$ cat config.mk
export PLATFORM = sky130hd
export DESIGN_NAME = shift_unit
export DESIGN_NICKNAME = d
export VERILOG_FILES = /design/src/rtl/shift_unit.sv
export SDC_FILE = /design/constraint.sdc
export NUM_CORES = 1
export LEC_CHECK = 0
export BUFFER_PORTS_ARGS = -buffer_cell sky130_fd_sc_hd__buf_2
export CAP_MARGIN = 20
export CORE_ASPECT_RATIO = 0.5
export CORE_MARGIN = 8
export CORE_UTILIZATION = 50
export CTS_CLUSTER_SIZE = 14
export DETAILED_ROUTE_END_ITERATION = 10
export PLACE_DENSITY = 0.73
export SYNTH_ARGS = -nofsm -noshare
export SYNTH_HDL_FRONTEND = slang
export SYNTH_SLANG_ARGS = --single-unit
$ cat constraint.sdc
create_clock -name i_clk -period 4 [get_ports i_clk]
set_clock_uncertainty 0.2 [all_clocks]
set_input_delay 0.4 -clock i_clk [delete_from_list [all_inputs] [get_ports i_clk]]
set_output_delay 0.4 -clock i_clk [all_outputs]
set_load 0.005 [all_outputs]
$ cat src/rtl/shift_unit.sv
// shift_unit: multi-cycle barrel-free shifter.
// The unit accepts one request in IDLE and shifts a working register by up
// to STEP positions per cycle in SHIFT. It then holds the result in DONE
// until the consumer takes it.
module shift_unit #(
  parameter int WIDTH = 8,
  parameter int STEP  = 1
) (
  input  logic                     i_clk,
  input  logic                     i_rst,
  input  logic                     i_valid,
  output logic                     o_ready,
  input  logic [WIDTH-1:0]         i_data,
  input  logic [$clog2(WIDTH)-1:0] i_shamt,
  input  logic [1:0]               i_mode,
  output logic                     o_valid,
  input  logic                     i_ready,
  output logic [WIDTH-1:0]         o_result,
  output logic                     o_busy
);

  localparam int SHW = $clog2(WIDTH);
  localparam logic [SHW-1:0] STEP_MAX  = SHW'(STEP);
  localparam logic [SHW:0]   WIDTH_EXT = (SHW+1)'(WIDTH);

  typedef enum logic [1:0] {
    IDLE,
    SHIFT,
    DONE
  } state_t;

  typedef enum logic [1:0] {
    MODE_LSL = 2'b00,
    MODE_LSR = 2'b01,
    MODE_ASR = 2'b10,
    MODE_ROR = 2'b11
  } mode_t;

  state_t           state;
  mode_t            mode_q;
  logic [WIDTH-1:0] work;
  logic [SHW-1:0]   remaining;
  logic [SHW-1:0]   step_k;
  logic [SHW:0]     rot_amt;
  logic [WIDTH-1:0] shifted;

  assign o_result = work;

  // Positions to move this cycle: the smaller of what is left and STEP.
  always_comb begin
    step_k = (remaining < STEP_MAX) ? remaining : STEP_MAX;
  end

  // One partial shift of the working register in the captured mode.
  // The arithmetic fill uses the working register's MSB. That bit keeps the
  // captured sign across every partial step.
  always_comb begin
    rot_amt = WIDTH_EXT - {1'b0, step_k};
    shifted = work;
    case (mode_q)
      MODE_LSL: shifted = work << step_k;
      MODE_LSR: shifted = work >> step_k;
      MODE_ASR: shifted = $signed(work) >>> step_k;
      MODE_ROR: shifted = (work >> step_k) | (work << rot_amt);
      default:  shifted = work;
    endcase
  end

  // Control FSM with registered handshake and busy outputs.
  always_ff @(posedge i_clk) begin
    if (i_rst) begin
      state     <= IDLE;
      mode_q    <= MODE_LSL;
      work      <= '0;
      remaining <= '0;
      o_ready   <= 1'b1;
      o_valid   <= 1'b0;
      o_busy    <= 1'b0;
    end else begin
      case (state)
        IDLE: begin
          if (i_valid) begin
            work      <= i_data;
            mode_q    <= mode_t'(i_mode);
            remaining <= i_shamt;
            o_ready   <= 1'b0;
            o_busy    <= 1'b1;
            if (i_shamt == '0) begin
              state   <= DONE;
              o_valid <= 1'b1;
            end else begin
              state   <= SHIFT;
            end
          end
        end
        SHIFT: begin
          work      <= shifted;
          remaining <= remaining - step_k;
          if (remaining == step_k) begin
            state   <= DONE;
            o_valid <= 1'b1;
          end
        end
        DONE: begin
          if (i_ready) begin
            state   <= IDLE;
            o_valid <= 1'b0;
            o_ready <= 1'b1;
            o_busy  <= 1'b0;
          end
        end
        default: begin
          state   <= IDLE;
          o_ready <= 1'b1;
          o_valid <= 1'b0;
          o_busy  <= 1'b0;
        end
      endcase
    end
  end

endmodule

==> metrics.cfg <==
[status]
status=finished, final reports clean

[power_and_ir_drop]
power_frac_seq=0.398
peakVddDrop_mv=0.193
p_leak_nw=0.608
powerDensity_mw_per_mm2=411
internal_power_uw=392
swShare=0.398
combPwrFrac=0.357
clock_power_share=0.245
switching_power_uw=259

[finish]
final_common_cell=buf_2
fin_nets=228
synthToLayoutAreaGrowth_pct=9.90
drive_above_1_share=0.184
antenna_cells=0
layout_common_cells=buf_2 (27), nand2_1 (20), dfxtp_1 (18)
instances_no_fill=244

[die]
fp.dieH_um=54.0
fp.dieArea_mm2=0.00496
core_mm2=0.00267
start_util=0.540
top_level_ports=28
std_cell_rows=13
die_w_um=91.9

[critical_path]
r2r_start=remaining[0]
crit_chain=or3_4 -> inv_6 -> ha_1 -> or3_1 -> o2111a_1 -> o22ai_1
cp_max_fo=14
worstPathArrival_ns=2.47
cp_slowest_cell=or3_4
critical_path.startpoint_type=flop
crit_path_end_kind=flop
critical_path_class=reg -> reg
cpPeakStageDelay_ns=0.52
worstPathRequired_ns=4.00
startpoint=remaining[0]

[yosys]
syn_nets=213
yosys_register_bits=18
synth_cell_types=51
synth_area_per_cell_um2=7.47
synth.yosys.seq_area_share=0.250
syn_inst=193
synthFlopType=dfxtp_1
yosysWarnings=0
synth-async-reset-ratio=0
ys_top_cells_by_area=dfxtp_1 (25%), a21oi_1 (5.9%), nand2_1 (5.2%)
synth-edff-count=0
netlist.area_leader.share=0.250
synth_area_leader_cell=dfxtp_1
syn_area_mm2=0.00144

[grt]
grt_usage=0.172
grt_pass1_vias=1434
antenna_found_initial=0
grt_max_degree=24
grt_pass1_wl_mm=6.91
overflow=0

[drt]
drc=0
first_pass_iters=6
drtAntennaViolNets=0
dr.first_iter.drc_count=281
vias=1589
vias_per_cell=6.51
wl_mm=4.25
wire_per_inst_um=17.4

[clock_tree]
clockBufferDepth=2
cts_buffers=3
clock_latency_ns=0.26
ctsHtreeMaxLevel=1
cts_resized=0
cts_root_buf=clkbuf_8
post_cts_buffers=0
cts.clk_slew.worst_paths_ns=0.08
hold_buffers=0
tritoncts=done
clock_sinks=18

[placement]
portBuffers=27
place_ws_ns=1.56
hpwl_mm=3.00
dpl.cell_count=240
gp_congestion=0.896

[timing]
setup_viol=0
rsz0062_at_grt=false
timing.final.crit_share=0.618
relSlewSlack=0.496
max_freq_mhz=404
fin_ws_ns=1.53
tightest_slew_ns=0.755
hold_violations=0
setup_tns_ns=0
fin_crit_ns=2.47
drv_slew=0

[hold_path]
hp-class=in -> reg
hp-start=i_mode[1]

[job]
drv_cap=0

-- critical path, delay by kind of cell, from the launching register on --
| kind | cells | cell delay (ns) |
|---|---|---|
| simple gates | 2 | 0.95 |
| flops | 1 | 0.39 |
| compound gates | 2 | 0.37 |
| fa+ha+maj | 1 | 0.36 |
| buf+inv | 1 | 0.14 |
-- registers in the layout (all words and copies together) (netlist names) --
name,cells
remaining,3
mode_q,2
o_ready,1
state,2
o_busy,1
o_valid,1
o_result,8
-- final timing paths --
path	end	slack, ns	cells past startpoint
max	o_result[2]	1.53	6
min	mode_q[1]	0.17	3
max reg2reg	o_result[2]	1.53	6
min reg2reg	o_ready	0.32	2
-- cell type report --
class,instances,area (um2)
Inverter,7,31.3
Fill cell,257,1080
Timing Repair Buffer,27,135
Multi-Input combinational cell,151,956
Tap cell,37,46.3
Sequential cell,18,360
Clock buffer,4,55.1
-- cell families (layout without fill, tap and decap cells) --
logic type / after synthesis / in the layout / synth area share
multiplexers: 1 / 1 / 0.00694
other: 1 / 1 / 0.00260
flip-flops: 18 / 18 / 0.250
buffers and inverters: 24 / 38 / 0.0868
adder cells (fa/ha/maj): 3 / 3 / 0.0260
AND/OR/NAND/NOR: 73 / 73 / 0.264
AO/OA/AOI/OAI: 73 / 73 / 0.364
-- power by group through the flow --
stage          Sequential, mW  Combinational (mW)  Clock, mW
2_1_floorplan           0.233               0.204          0
3_3_place_gp            0.260               0.226          0
3_5_place_dp            0.262               0.227          0
4_1_cts                 0.257               0.229      0.161
5_1_grt                 0.265               0.257      0.171
6_report                0.259               0.232      0.160
-- per-layer routing --
layer	vias up	wire, um	share of wire	GRT usage
li1	757	-	-	-
met1	735	1870	0.44	0.221
met2	85	1830	0.43	0.266
met3	12	472	0.11	0.0596
met4	0	80	0.019	0.0607
met5	-	0	0	0
-- through the flow --
| stage | power (mW) | instance area, um2 | hold WS [ns] | util |
|---|---|---|---|---|
| after global routing | 0.693 | 1580 | 0.177 | 0.594 |
| after CTS | 0.648 | 1580 | 0.169 | 0.594 |
| after global placement | 0.486 | 1530 | 0.294 | 0.573 |
| final | 0.651 | 1580 | 0.173 | 0.594 |
| after detailed placement | 0.488 | 1530 | 0.309 | 0.573 |
| after floorplan | 0.437 | 1440 | 0.303 | - |
-- Yosys cell counts (2+ instances only) --
cell        n
o2111ai_1   5
ha_1        3
a311oi_1    2
buf_1       2
a21oi_1    17
o21ai_0    11
o21a_1      2
o22ai_1     2
buf_6       2
a2111oi_0   2
nor3b_1     2
or3_1       2
a221oi_1    2
o221ai_1    4
a31oi_1     3
o31ai_1     2
or4b_2      2
a211o_1     2
nand2b_1    9
o31a_1      2
clkbuf_1    9
nand4_1     2
dfxtp_1    18
nand3_1     5
a211oi_1    3
nor2_1     16
and3_1      2
o2111a_1    3
nor2b_1     7
inv_1       6
buf_2       3
o22a_1      3
nand2_1    20
Note: power is estimated with default switching activity, not from simulation.
